===== src/rtl/id_ex_stage.sv =====
// ID/EX pipeline register: captures decoded instruction and operands, applies WB bypass,
// inserts load-use / flush bubbles, and holds on stall while still absorbing WB retirements.
module id_ex_stage #(
    parameter int XLEN   = 32,
    parameter int CTRL_W = 12
) (
    input  logic              clk,
    input  logic              rst,
    input  logic              stall,
    input  logic              flush,
    input  logic              id_valid,
    input  logic [XLEN-1:0]   id_pc,
    input  logic [XLEN-1:0]   id_imm,
    input  logic [4:0]        id_rs1,
    input  logic [4:0]        id_rs2,
    input  logic [4:0]        id_rd,
    input  logic [XLEN-1:0]   id_rdata1,
    input  logic [XLEN-1:0]   id_rdata2,
    input  logic [CTRL_W-1:0] id_ctrl,
    input  logic              wb_reg_write,
    input  logic [4:0]        wb_rd,
    input  logic [XLEN-1:0]   wb_data,
    output logic              ex_valid,
    output logic [XLEN-1:0]   ex_pc,
    output logic [XLEN-1:0]   ex_imm,
    output logic [4:0]        ex_rs1,
    output logic [4:0]        ex_rs2,
    output logic [4:0]        ex_rd,
    output logic [XLEN-1:0]   ex_rdata1,
    output logic [XLEN-1:0]   ex_rdata2,
    output logic [CTRL_W-1:0] ex_ctrl,
    output logic              load_use_hazard
);

    typedef struct packed {
        logic              valid;
        logic [XLEN-1:0]   pc;
        logic [XLEN-1:0]   imm;
        logic [4:0]        rs1;
        logic [4:0]        rs2;
        logic [4:0]        rd;
        logic [XLEN-1:0]   rdata1;
        logic [XLEN-1:0]   rdata2;
        logic [CTRL_W-1:0] ctrl;
    } ex_t;

    ex_t ex_q, ex_d;

    function automatic logic wb_hit(input logic we, input logic [4:0] wrd, input logic [4:0] rs);
        return we && (wrd != 5'd0) && (wrd == rs);
    endfunction

    // x0 reads as zero; a same-edge WB write beats the stale regfile read
    function automatic logic [XLEN-1:0] opsel(input logic [4:0] rs, input logic hit,
                                              input logic [XLEN-1:0] wdat,
                                              input logic [XLEN-1:0] rdat);
        if (rs == 5'd0) return '0;
        if (hit)        return wdat;
        return rdat;
    endfunction

    logic hit_id1, hit_id2, hit_ex1, hit_ex2;
    assign hit_id1 = wb_hit(wb_reg_write, wb_rd, id_rs1);
    assign hit_id2 = wb_hit(wb_reg_write, wb_rd, id_rs2);
    assign hit_ex1 = wb_hit(wb_reg_write, wb_rd, ex_q.rs1);
    assign hit_ex2 = wb_hit(wb_reg_write, wb_rd, ex_q.rs2);

    assign load_use_hazard = ex_q.valid && ex_q.ctrl[1] && (ex_q.rd != 5'd0) && id_valid && !flush
                          && ((ex_q.rd == id_rs1) || (ex_q.rd == id_rs2));

    always_comb begin
        ex_d = '0;
        if (flush) begin
            ex_d = '0;
        end else if (stall) begin
            // held operands must still see WB retirements of older instructions
            ex_d = ex_q;
            if (hit_ex1) ex_d.rdata1 = wb_data;
            if (hit_ex2) ex_d.rdata2 = wb_data;
        end else if (load_use_hazard || !id_valid) begin
            ex_d = '0;
        end else begin
            ex_d.valid  = 1'b1;
            ex_d.pc     = id_pc;
            ex_d.imm    = id_imm;
            ex_d.rs1    = id_rs1;
            ex_d.rs2    = id_rs2;
            ex_d.rd     = id_rd;
            ex_d.rdata1 = opsel(id_rs1, hit_id1, wb_data, id_rdata1);
            ex_d.rdata2 = opsel(id_rs2, hit_id2, wb_data, id_rdata2);
            ex_d.ctrl   = id_ctrl;
        end
    end

    always_ff @(posedge clk or negedge rst) begin
        if (!rst) ex_q <= '0;
        else      ex_q <= ex_d;
    end

    assign ex_valid  = ex_q.valid;
    assign ex_pc     = ex_q.pc;
    assign ex_imm    = ex_q.imm;
    assign ex_rs1    = ex_q.rs1;
    assign ex_rs2    = ex_q.rs2;
    assign ex_rd     = ex_q.rd;
    assign ex_rdata1 = ex_q.rdata1;
    assign ex_rdata2 = ex_q.rdata2;
    assign ex_ctrl   = ex_q.ctrl;

endmodule


===== config.mk =====
export PLATFORM = sky130hd
export DESIGN_NAME = id_ex_stage
export DESIGN_NICKNAME = d
export VERILOG_FILES = /design/src/rtl/id_ex_stage.sv
export SDC_FILE = /design/constraint.sdc
export NUM_CORES = 1
export LEC_CHECK = 0
export CAP_MARGIN = 20
export CORE_MARGIN = 2
export CORE_UTILIZATION = 37
export DETAILED_ROUTE_END_ITERATION = 16
export PLACE_DENSITY_LB_ADDON = 0.08
export SYNTH_ARGS = -nofsm -noshare
export SYNTH_HDL_FRONTEND = slang
export SYNTH_SLANG_ARGS = --single-unit

===== constraint.sdc =====
create_clock -name clk -period 2 [get_ports clk]
set_input_delay 0.4 -clock clk [delete_from_list [all_inputs] [get_ports clk]]
set_output_delay 0.4 -clock clk [all_outputs]
set_load 0.01 [all_outputs]

# After elaboration in Yosys (flattened, before gate mapping)
# Index checks and enable logic that the tools add are counted.
# totals
register_bits	156
# classes
mux	31
n_reduce_logical	18
n_eq_ne	9
# op_table
cell	n
156-bit two-way mux	3
32-bit two-way mux	10
5-bit == test	6
1-bit two-way mux	18
1-bit logical AND	10
5-bit logical NOT	2
5-bit nonzero test	2
3-bit by 1-bit != test with 1-bit output, second input constant	2
1-bit logical NOT	2
1-bit logical OR	2
2-bit by 1-bit != test with 1-bit output, second input constant	1

# Depth between registers and ports, before layout
# logic_depth
depth_word	18
ltp_mapped	7

# Least setup slack after synthesis
# Ideal clock, no wire load.
# synth_path
path_kind	in2reg
startpoint	input port wb_rd[2]
endpoint	register ex_q, in the netlist ex_rdata1[10]
path_stages	7
setup_slack_ps	-29
t_arrival_ps	1928
n_path_buf	2
setup_time_ps	101
path_cell_list	buf_2 -> or4_4 -> o21ai_4 -> nor4_4 -> buf_6 -> mux2i_1 -> o32ai_1
# synth_between
elab_chain_cells	13
# synth_rtl
item	line	rtl
from (decl)	21	input logic [4:0] wb_rd,
5-bit nonzero test	50	return we && (wrd != 5'd0) && (wrd == rs);
1-bit logical AND (2 in series)	50	
1-bit two-way mux (2 in series)	58	if (hit) return wdat;
1-bit two-way mux	80	end else if (load_use_hazard || !id_valid) begin
1-bit two-way mux	75	end else if (stall) begin
1-bit two-way mux	73	if (flush) begin
32-bit two-way mux	59	return rdat;
32-bit two-way mux	58	
156-bit two-way mux	80	
156-bit two-way mux	75	
156-bit two-way mux	73	
to (signal assigned)	96	if (!rst) ex_q <= '0;
to (signal assigned)	97	else ex_q <= ex_d;
to (decl)	47	ex_t ex_q, ex_d;
# Parallel ways exist; a longest one is shown, timed or not. The select of a mux whose other input is x is not followed.
# A chain may end at the register's enable or synchronous reset.

# Worst setup path in the final report
# layout_path
startpoint	register ex_q, in the netlist ex_rd[2]
endpoint	output port load_use_hazard
# layout_between
elab_chain_cells	5
# layout_rtl
item	line	rtl
5-bit nonzero test	68	assign load_use_hazard = ex_q.valid && ex_q.ctrl[1] && (ex_q.rd != 5'd0) && id_valid && !flush
1-bit logical AND (3 in series)	68	
1-bit logical AND *	69	&& ((ex_q.rd == id_rs1) || (ex_q.rd == id_rs2));
to (decl)	32	output logic load_use_hazard
# Mark *: on every way between the ends. The rest lies on a longest branch, timed or not.

==> out/results.tsv <==
metric	value	unit
Routed WL	26600	um
Setup crit end kind	output pin	
#FFs+latches synth	156	
first-pass GRT wire length	40200	um
Lkg Pwr	5.06	nW
Cells after Synth	556	
Core ar.	19500	um^2
H-tree depth	4	
Root Buffer	clkbuf_16	
Ports	355	
Crit. Startpoint	ex_rd[2]	
Worst-path clk slew	70	ps
top cells by count, synth	156 x dfrtp_1, 128 x mux2i_1, 91 x a22o_1	
Register-to-Register Setup Slack	50	ps
unrepaired setup endpoints after global routing	true	
Clock Skew	10.2	ps
failing checks	setup timing	
min-delay src	id_rs1[2]	
Final period util	1.08	
GP Congestion	0.798	
Initial Util	0.379	
Routed Antenna Nets	0	
DIE AREA	21100	um^2
Fin. Hold Viols	0	
setup slack after layout	-150	ps
area of placed instances	11500	um^2
ratio of cells with drive above 1 in the final layout	0.161	
Post-synth ARST share	1.00	
status	complete, but fails checks	
max-cap violations	0	
worst min-delay path endpoint	ex_rs1[2]	
DR vias/cell	5.38	
Num CTS Buffers	17	
Detailed Routing Iterations Pass 1	7	
Period minus WS final	2150	ps
CP Launch Type	flip-flop	
Syn Std Cell Area	7390	um^2
Max Fanout on Critical Path	4	
Critical R2R Capture	ex_rdata2[1]	
worst slew pin tran	442	ps
Clock Sink Count	156	
wire per inst	21.9	um
most common cell in the netlist	dfrtp_1	
GRT overflow	0	
Min-Delay Path Depth	3	
CTS Buffer Depth	2	
top post-synthesis cells by area	dfrtp_1 53%, mux2i_1 17%, a22o_1 11%	
Synth cell types	27	
max-slew violations	0	
synth warn	0	
EDFF count, synth	0	
Tot GR Track Use	0.242	
via count	6536	
top cell type's share of synthesized area	0.528	
Layout Utilization	0.648	
kind of critical path	flip-flop to output pin	
detailed-route DRC error count	0	
peak supply drop	0.590	mV
FP Rows	51	
largest net degree at the start of global routing	65	
Die Wd	145	um
area delta synth->final	71.3	%
worst reg-to-reg path cell count	6	
initial antenna violation count	2	
die height	145	um
Setup-failing EPs final	1	
power per standard cell area	639	nW/um^2
HP Class	primary input to flip-flop	
slew margin rel.	0.706	
CTS tree	yes	
Seq/Total Area, Yosys	0.528	
FMAX	465	MHz
number of port buffers	354	
ys flop type	dfrtp_1	
Net Count, Synth	754	
Initial DRC Count	392	
final net count	1133	
Worst EP required	1600	ps
Reg2Reg Launch Point	ex_rd[2]	
vias in the first global route	6964	
Arr. time, crit path	1750	ps
final instance area	12700	um^2
dpl hpwl	18100	um
leading area contributor after synthesis	dfrtp_1	
insertion delay to the later sink of the worst-skew pair	430	ps
Synth Area per Inst	13.3	um^2
routing by layer:
layer,routed length (um),vias to the layer above,track usage,share of wire
li1,-,2959,-,-
met1,10800,3260,0.301,0.41
met2,13300,278,0.403,0.50
met3,1820,39,0.0665,0.068
met4,675,0,0.0887,0.025
met5,0,-,0,0
worst max path at each step:
stage,endpoint,slack (ps)
finish,load_use_hazard,-150
global route,load_use_hazard,-220
CTS,load_use_hazard,-180
detailed placement,load_use_hazard,-570
global placement,load_use_hazard,-580
floorplan,ex_rdata1[10],-30
critical path, cell delays in order, from the launching register on:
cell and delay [ps]:
dfrtp_2 450, or4_4 520, o21ai_2 140, nor2_1 60, buf_2 170
where the power goes:
part / total, mW / internal [mW] / switching [mW]
sequential: 3.37 / 3.28 / 0.0863
combinational: 1.46 / 0.863 / 0.598
clock: 3.26 / 1.87 / 1.40
total: 8.09 / 6.01 / 2.08
stage by stage:
step                      hold slack, ps  cells  TNS, ps  power [mW]  worst slack (ps)
after floorplan                      104    556    -1570        3.86             -26.1
after global placement               355   1165   -66600        4.77              -576
after detailed placement             361   1165   -68820        4.79              -566
after CTS                            479   1207     -179        8.09              -179
after global routing                 390   1215     -292        8.41              -216
final                                373   1215     -150        8.09              -150
state kept, by name, indices dropped and copies added (netlist names):
register and cells:
ex_rs1 5, ex_imm 32, ex_ctrl 12, ex_pc 32, ex_valid 1, ex_rs2 5, ex_rdata2 32, ex_rd 5
ex_rdata1 32
cell type report:
class                   instances  area [um^2]
clock inverters                14          161
well taps                     265          332
fillers                      1518         6870
repair buffers                417         4360
clock buffers                  18          429
flip-flops and latches        156         3910
multi-input cells             343         3470
diodes                          2         5.00
cell families after synthesis:
kind of cell,count (synthesis),share of synthesized area
simple gates,25,0.0278
mux,128,0.173
buf+inv,57,0.0455
xor+xnor,30,0.0355
compound gates,160,0.190
flops,156,0.528
timing repair:
item                                   in CTS  in global routing
pin swaps                                   7                 11
hold buffers                                1                  0
gates cloned                                2                  3
setup endpoints to repair                 149                 86
endpoints found under the hold margin      42                  0
gates resized for setup                    12                 61
buffers inserted                            7                  4
layout by cell type (no fill, tap or decap), types with 2 or more instances in the layout:
master,synthesis,layout
bufinv_16,0,2
o32ai_1,64,39
buf_4,0,37
buf_6,13,3
o21ai_4,1,2
or4_4,1,2
or4_1,3,2
a22o_1,91,91
inv_6,0,3
xor2_1,18,18
clkdlybuf4s15_1,0,2
o32ai_2,0,25
mux2i_2,0,6
nand3_1,4,2
clkdlybuf4s50_1,0,338
nand3_2,0,2
nand2_1,2,2
xnor2_1,12,8
diode_2,0,2
clkbuf_2,1,2
nor2_1,5,3
clkinvlp_4,0,4
dfrtp_1,156,153
inv_8,0,2
nor4_4,4,4
buf_12,0,18
nor2_2,0,2
clkbuf_16,0,20
clkinv_4,0,2
dlymetal6s2s_1,0,9
dfrtp_2,0,3
mux2i_1,128,121
xnor2_2,0,3
Note: power is estimated with default switching activity, not from simulation.
